[config.mk]
export PLATFORM = sky130hd
export DESIGN_NAME = flow_rd_scheduler
export DESIGN_NICKNAME = d
export VERILOG_FILES = /design/src/rtl/flow_rd_scheduler.sv
export SDC_FILE = /design/constraint.sdc
export NUM_CORES = 1
export LEC_CHECK = 0
export CAP_MARGIN = 40
export CORE_MARGIN = 2
export CORE_UTILIZATION = 35
export CTS_BUF_LIST = sky130_fd_sc_hd__clkbuf_8
export CTS_CLUSTER_SIZE = 24
export DETAILED_ROUTE_END_ITERATION = 7
export GPL_ROUTABILITY_DRIVEN = 0
export PLACE_DENSITY = 0.48
export SYNTH_ARGS = -nofsm -noshare
export SYNTH_HDL_FRONTEND = slang
export SYNTH_SLANG_ARGS = --single-unit
[constraint.sdc]
create_clock -name clk -period 3.8 [get_ports clk]
set_input_delay 0.76 -clock clk [delete_from_list [all_inputs] [get_ports clk]]
set_output_delay 0.76 -clock clk [all_outputs]
set_load 0.005 [all_outputs]
[src/rtl/flow_rd_scheduler.sv]
// -----------------------------------------------------------------------------
// flow_rd_scheduler
//
// Purpose:
//   Tracks how many complete packets are waiting per flow and hands the read
//   engine one flow at a time. A packet is counted when the write side accepts
//   its last beat. It is uncounted when the read engine accepts the grant. Only
//   one packet is in flight: after a grant is accepted the scheduler waits for
//   the read side to finish that packet before it offers another grant.
//
// Parameters:
//   FLOWS_W  flow-number width; NUM_FLOWS = 2**FLOWS_W
//   CNT_W    width of each per-flow pending-packet counter (saturating)
//
// Ports:
//   clk           in   single clock, rising edge
//   rstn          in   asynchronous active-low reset
//   sched_en      in   high permits new grants
//   wr_pkt_done   in   pulse: write side accepted a packet's last beat
//   wr_pkt_flow   in   flow of that packet
//   gnt_valid     out  grant offered to the read engine
//   gnt_flow      out  granted flow, stable while gnt_valid is high
//   gnt_ready     in   read engine accepts the grant (with gnt_valid)
//   rd_pkt_done   in   pulse: read side finished the granted packet
//   flow_pending  out  bit i set while counter i is nonzero
//   err_ovf       out  sticky: increment attempted on a saturated counter
//   err_unexp     out  sticky: rd_pkt_done seen while not BUSY
//
// Configuration macro:
//   FLOW_SCHED_STRICT_PRIO_EN  when defined, the lowest-index pending flow
//                              always wins and no round-robin pointer exists.
//                              When undefined, round-robin arbitration is used.
// -----------------------------------------------------------------------------
module flow_rd_scheduler #(
  parameter int unsigned FLOWS_W = 3,
  parameter int unsigned CNT_W   = 8
) (
  input  logic                      clk,
  input  logic                      rstn,
  input  logic                      sched_en,
  input  logic                      wr_pkt_done,
  input  logic [FLOWS_W-1:0]        wr_pkt_flow,
  output logic                      gnt_valid,
  output logic [FLOWS_W-1:0]        gnt_flow,
  input  logic                      gnt_ready,
  input  logic                      rd_pkt_done,
  output logic [(2**FLOWS_W)-1:0]   flow_pending,
  output logic                      err_ovf,
  output logic                      err_unexp
);

  localparam int unsigned NUM_FLOWS = 2**FLOWS_W;
  localparam logic [CNT_W-1:0] CNT_MAX = {CNT_W{1'b1}};

  typedef enum logic [1:0] {
    ST_IDLE  = 2'd0,
    ST_GRANT = 2'd1,
    ST_BUSY  = 2'd2
  } state_e;

  // Returns {found, flow}: the first pending flow at or after ptr, scanning
  // upward modulo NUM_FLOWS. The scan runs from the farthest offset down to
  // offset 0 so the nearest pending flow is the last one written.
  function automatic logic [FLOWS_W:0] pick_flow(
    input logic [NUM_FLOWS-1:0] pend,
    input logic [FLOWS_W-1:0]   ptr
  );
    logic [FLOWS_W:0]   res;
    logic [FLOWS_W-1:0] idx;
    res = {(FLOWS_W+1){1'b0}};
    for (int i = NUM_FLOWS - 1; i >= 0; i--) begin
      idx = ptr + FLOWS_W'(i);
      if (pend[idx]) begin
        res = {1'b1, idx};
      end else begin
        res = res;
      end
    end
    return res;
  endfunction

  state_e             state_q, state_d;
  logic               gnt_valid_q, gnt_valid_d;
  logic [FLOWS_W-1:0] gnt_flow_q, gnt_flow_d;
  logic               err_ovf_q, err_ovf_d;
  logic               err_unexp_q, err_unexp_d;
  logic [CNT_W-1:0]   cnt_q [NUM_FLOWS];
  logic [CNT_W-1:0]   cnt_d [NUM_FLOWS];

  logic               accept_s;
  logic               ovf_hit_s;
  logic [FLOWS_W:0]   pick_s;
  logic [NUM_FLOWS-1:0] pending_s;

  assign accept_s = (state_q == ST_GRANT) && gnt_valid_q && gnt_ready;

  // Pending flags come straight from the registered counters. An increment
  // therefore becomes visible to the IDLE evaluation one cycle later.
  always_comb begin
    pending_s = {NUM_FLOWS{1'b0}};
    for (int f = 0; f < NUM_FLOWS; f++) begin
      pending_s[f] = (cnt_q[f] != {CNT_W{1'b0}});
    end
  end

`ifdef FLOW_SCHED_STRICT_PRIO_EN
  // Fixed priority: scanning from flow 0 yields the lowest-index pending flow.
  assign pick_s = pick_flow(pending_s, {FLOWS_W{1'b0}});
`else
  logic [FLOWS_W-1:0] rr_ptr_q, rr_ptr_d;

  // After an accepted grant the search starts just past the granted flow.
  // The wrap from NUM_FLOWS-1 to 0 comes from the FLOWS_W-bit add.
  always_comb begin
    rr_ptr_d = rr_ptr_q;
    if (accept_s) begin
      rr_ptr_d = gnt_flow_q + FLOWS_W'(1);
    end else begin
      rr_ptr_d = rr_ptr_q;
    end
  end

  // Round-robin pointer register.
  always_ff @(posedge clk or negedge rstn) begin
    if (!rstn) begin
      rr_ptr_q <= {FLOWS_W{1'b0}};
    end else begin
      rr_ptr_q <= rr_ptr_d;
    end
  end

  assign pick_s = pick_flow(pending_s, rr_ptr_q);
`endif

  // Per-flow counter next state. An increment and a decrement on the same flow
  // cancel. An increment on a saturated counter is dropped and flagged. A
  // decrement of zero cannot happen, because only a pending flow is ever
  // granted; the zero check is a guard against underflow.
  always_comb begin
    logic inc_v;
    logic dec_v;
    ovf_hit_s = 1'b0;
    inc_v     = 1'b0;
    dec_v     = 1'b0;
    for (int f = 0; f < NUM_FLOWS; f++) begin
      inc_v    = wr_pkt_done && (wr_pkt_flow == FLOWS_W'(f));
      dec_v    = accept_s && (gnt_flow_q == FLOWS_W'(f));
      cnt_d[f] = cnt_q[f];
      if (inc_v && !dec_v) begin
        if (cnt_q[f] == CNT_MAX) begin
          ovf_hit_s = 1'b1;
          cnt_d[f]  = cnt_q[f];
        end else begin
          cnt_d[f]  = cnt_q[f] + CNT_W'(1);
        end
      end else if (dec_v && !inc_v && (cnt_q[f] != {CNT_W{1'b0}})) begin
        cnt_d[f] = cnt_q[f] - CNT_W'(1);
      end else begin
        cnt_d[f] = cnt_q[f];
      end
    end
  end

  // Per-flow pending-packet counters.
  always_ff @(posedge clk or negedge rstn) begin
    if (!rstn) begin
      for (int f = 0; f < NUM_FLOWS; f++) begin
        cnt_q[f] <= {CNT_W{1'b0}};
      end
    end else begin
      for (int f = 0; f < NUM_FLOWS; f++) begin
        cnt_q[f] <= cnt_d[f];
      end
    end
  end

  // Scheduler FSM next state and registered grant outputs.
  // The grant flow is captured on IDLE->GRANT and held, whatever sched_en does,
  // until the read engine accepts it.
  always_comb begin
    state_d     = state_q;
    gnt_valid_d = gnt_valid_q;
    gnt_flow_d  = gnt_flow_q;
    case (state_q)
      ST_IDLE: begin
        if (sched_en && pick_s[FLOWS_W]) begin
          state_d     = ST_GRANT;
          gnt_valid_d = 1'b1;
          gnt_flow_d  = pick_s[FLOWS_W-1:0];
        end else begin
          state_d     = ST_IDLE;
          gnt_valid_d = 1'b0;
        end
      end
      ST_GRANT: begin
        if (accept_s) begin
          state_d     = ST_BUSY;
          gnt_valid_d = 1'b0;
        end else begin
          state_d     = ST_GRANT;
          gnt_valid_d = 1'b1;
        end
      end
      ST_BUSY: begin
        gnt_valid_d = 1'b0;
        if (rd_pkt_done) begin
          state_d = ST_IDLE;
        end else begin
          state_d = ST_BUSY;
        end
      end
      default: begin
        state_d     = ST_IDLE;
        gnt_valid_d = 1'b0;
      end
    endcase
  end

  // Sticky error flags. A read completion outside BUSY is only recorded and
  // causes no state change.
  always_comb begin
    err_ovf_d   = err_ovf_q | ovf_hit_s;
    err_unexp_d = err_unexp_q | (rd_pkt_done && (state_q != ST_BUSY));
  end

  // FSM, grant and error registers.
  always_ff @(posedge clk or negedge rstn) begin
    if (!rstn) begin
      state_q     <= ST_IDLE;
      gnt_valid_q <= 1'b0;
      gnt_flow_q  <= {FLOWS_W{1'b0}};
      err_ovf_q   <= 1'b0;
      err_unexp_q <= 1'b0;
    end else begin
      state_q     <= state_d;
      gnt_valid_q <= gnt_valid_d;
      gnt_flow_q  <= gnt_flow_d;
      err_ovf_q   <= err_ovf_d;
      err_unexp_q <= err_unexp_d;
    end
  end

  assign gnt_valid    = gnt_valid_q;
  assign gnt_flow     = gnt_flow_q;
  assign flow_pending = pending_s;
  assign err_ovf      = err_ovf_q;
  assign err_unexp    = err_unexp_q;

endmodule
==> flow_summary.json <==
{
  "preCtsSetupSlack_ns": -0.104,
  "track_usage_pct": 17.3,
  "drive_gt1_share_pct": 15.3,
  "synth_top_area_share_pct": 30.9,
  "fmax_mhz": 291,
  "critPathSlowestCell": "clkdlybuf4s50_1",
  "maxCapViolations": 0,
  "dieHeight_um": 136,
  "rsz0062_at_grt": "no",
  "synth_top_family_by_area": "compound AO/OA/AOI/OAI gates",
  "start_util_pct": 35.5,
  "synth.distinct_cells": 49,
  "dieArea_sq_mm": 0.0184,
  "slew_headroom_pct": 46.5,
  "crit_path_frequent_cell": "a21oi_1",
  "syn_inst": 653,
  "drt_wl_total_mm": 14.8,
  "netlist.top_cell.by_area": "dfrtp_1",
  "final-seq-area_sq_mm": 0.00188,
  "grt_max_degree": 60,
  "ys_ff_latch": 75,
  "critPathMaxStageDelay_ns": 0.45,
  "hpwl_mm": 11.4,
  "yosysMostFrequentCell": "a21oi_1",
  "ys_warn_count": 0,
  "cts_buffers": 9,
  "p_per_area_mw_per_mm2": 763,
  "cts.clk_slew.worst_paths_ns": 0.09,
  "cp_max_fo": 13,
  "clock_path_buffers": 2,
  "cts_tree": "yes",
  "synth.top_cells.by_count": "a21oi_1 (86), dfrtp_1 (75), nor2_1 (64)",
  "wl_per_cell_um": 15.7,
  "coreArea_sq_mm": 0.0171,
  "r2r_slack_ns": 0.50,
  "insertedDiodeCount": 0,
  "p_clk_share_pct": 12.5,
  "postCtsSetupBuffers": 0,
  "postCtsHoldBufs": 0,
  "synth_mux_area_share_pct": 8.24,
  "p_leak_nw": 2.85,
  "htree_num_levels": 3,
  "ioPinCount": 23,
  "grt_pass1_wl_mm": 25.1,
  "post-route-min-period_ns": 3.43,
  "fp.dieW_um": 136,
  "yosysSeqAreaShare_pct": 30.9,
  "remaining_drc_errors": 0,
  "synthXorXnorAreaFrac_pct": 9.52,
  "grt_overflow": 0,
  "vias_per_cell": 5.32,
  "synth_edf_count": 0,
  "synth-compound-area-share_pct": 17.4,
  "syn_to_final_growth_pct": 15.9,
  "synthTopCellsByArea": "dfrtp_1 (31%), ha_1 (12%), a21oi_1 (7.1%)",
  "timing.final.crit_share_pct": 90.4,
  "worst_slew_pin_slew_ns": 0.803,
  "layout_setup_ws_ns": 0.366,
  "antenna_found_initial": 0,
  "setup_viol": 0,
  "switchingPower_w": 0.00233,
  "hold_slack_ns": 0.467,
  "power_frac_seq_pct": 32.3,
  "multiInputGateArea_sq_mm": 0.00397,
  "clock_latency_ns": 0.37,
  "first_global_vias": 4886,
  "path_cells": "clkdlybuf4s50_1 > nand2_1 > nor3b_4 > buf_4 > a21oi_1 > inv_1 > ha_1 > a21o_1 > a21oi_1 > o21bai_1 > a21oi_1 > o21ai_0 > xnor2_1 > nand2_1 > xnor2_1",
  "arrival_ns": 3.69,
  "final_hold_viol_count": 0,
  "crit_type": "in2reg",
  "routed-via-count": 5023,
  "hold_class": "in2async",
  "portBuffers": 22,
  "cts-resized-gates": 0,
  "synthAdderAreaFrac_pct": 14.2,
  "avgSynthCellArea_sq_um": 9.30,
  "crit_path_start_kind": "primary input",
  "initialDrtViolationCount": 288,
  "fin_skew_ns": 0.0156,
  "async_reset_ff_share_pct": 100,
  "internal_power_w": 0.00304,
  "drtPass1Iterations": 5,
  "cp.required_ns": 4.06,
  "netlist_area_sq_mm": 0.00607,
  "p_sw_share_pct": 43.4,
  "antenna_left": 0,
  "outcome": "complete, no violations",
  "synthSimpleGateAreaFrac_pct": 15.9,
  "final_nets": 788,
  "comb_power_share_pct": 55.2,
  "rows": 48,
  "cts_sinks": 75,
  "finalMaxSlewViolations": 0,
  "clock-root-buffer": "clkbuf_8",
  "cp-end-kind": "flip-flop",
  "synthFlopType": "dfrtp_1",
  "fill_cells": 1703,
  "vdd_drop_max_v": 0.000274,
  "synth_nets": 726
}
==> final timing paths <==
kind / startpoint / end / cells after the start
max reg2reg: rr_ptr_q[1]$_DFFE_PN0P_ / gnt_flow[2]$_DFFE_PN0P_ / 11
max: gnt_ready / cnt_q[39]$_DFFE_PN0P_ / 15
max in group asynchronous: rstn / cnt_q[63]$_DFFE_PN0P_ / 2
min reg2reg: err_unexp$_DFF_PN0_ / err_unexp$_DFF_PN0_ / 1
min: rstn / gnt_valid$_DFF_PN0_ / 1
min in group clk: err_unexp$_DFF_PN0_ / err_unexp$_DFF_PN0_ / 1
==> state kept, by name (all words and copies together) (netlist names) <==
signal and count:
cnt_q 64, err_ovf 1, err_unexp 1, gnt_flow 3
gnt_valid 1, rr_ptr_q 3, state_q 2
==> power by group through the flow <==
stage	registers [W]	logic (W)	clock network, W
6_report	0.00173	0.00296	0.000673
5_1_grt	0.00181	0.00336	0.000738
4_1_cts	0.00173	0.00297	0.000705
3_5_place_dp	0.00174	0.00295	0
3_3_place_gp	0.00173	0.00290	0
2_1_floorplan	0.00157	0.00232	0
==> critical path: cells and delay by family <==
kind,cells,cell delay [ns]
compound gates,6,0.98
fa+ha+maj,1,0.26
buf+inv,3,0.87
xor+xnor,2,0.30
simple gates,3,0.52
==> cells in the final DEF, fill, tap and decap left out, types with 3 or more instances in the layout <==
| cell type | n |
|---|---|
| a21o_1 | 9 |
| nor3_1 | 4 |
| mux4_2 | 7 |
| or4_4 | 8 |
| buf_4 | 46 |
| a22oi_1 | 3 |
| o21bai_1 | 17 |
| mux2_2 | 20 |
| and2_1 | 6 |
| nand4_1 | 21 |
| ha_1 | 56 |
| nor3b_1 | 3 |
| o31ai_1 | 3 |
| a41o_1 | 6 |
| nor2_4 | 4 |
| nand3_1 | 9 |
| a221oi_1 | 3 |
| xnor2_1 | 46 |
| nand2_1 | 39 |
| inv_1 | 34 |
| o21ai_0 | 24 |
| mux2i_1 | 5 |
| clkbuf_8 | 9 |
| dfrtp_1 | 75 |
| a21oi_1 | 86 |
| nand2b_1 | 5 |
| nand3b_1 | 6 |
| xor2_1 | 20 |
| inv_2 | 5 |
| clkdlybuf4s50_1 | 21 |
| fa_1 | 8 |
| nor4_1 | 13 |
| a211oi_1 | 8 |
| nor2_1 | 64 |
==> metrics by stage <==
stage | instance area (sq um) | power (W) | setup TNS [ns] | instances | utilization [%]
after CTS | 7030 | 0.00541 | 0 | 944 | 41.1
after floorplan | 6070 | 0.00390 | 0 | 653 | -
final | 7040 | 0.00537 | 0 | 944 | 41.1
after global routing | 7040 | 0.00591 | 0 | 944 | 41.1
after detailed placement | 6830 | 0.00469 | -0.197 | 929 | 39.9
after global placement | 6830 | 0.00463 | -0.168 | 929 | 39.9
==> layout make-up <==
| cell class | count | share of cell area [%] |
|---|---|---|
| inverters | 39 | 2.08 |
| well taps | 225 | 4.00 |
| repair buffers | 67 | 7.89 |
| clock inverters | 6 | 1.19 |
| multi-input cells | 523 | 56.4 |
| flip-flops and latches | 75 | 26.7 |
| clock buffers | 9 | 1.76 |
==> cell families (layout without fill, tap and decap cells) <==
group | count (synthesis) | in the layout
compound gates | 172 | 172
xor+xnor | 66 | 66
fa+ha+maj | 64 | 64
buf+inv | 55 | 121
flops | 75 | 75
mux | 35 | 35
simple gates | 186 | 186
==> routing by layer <==
layer	share of wire, %	vias up	global-route usage, %
met5	0	-	0
met4	1.4	0	5.15
met3	3.3	20	2.73
met2	46	101	27.4
met1	49	2404	24.3
li1	-	2498	-
(Power assumes the default switching activity.)
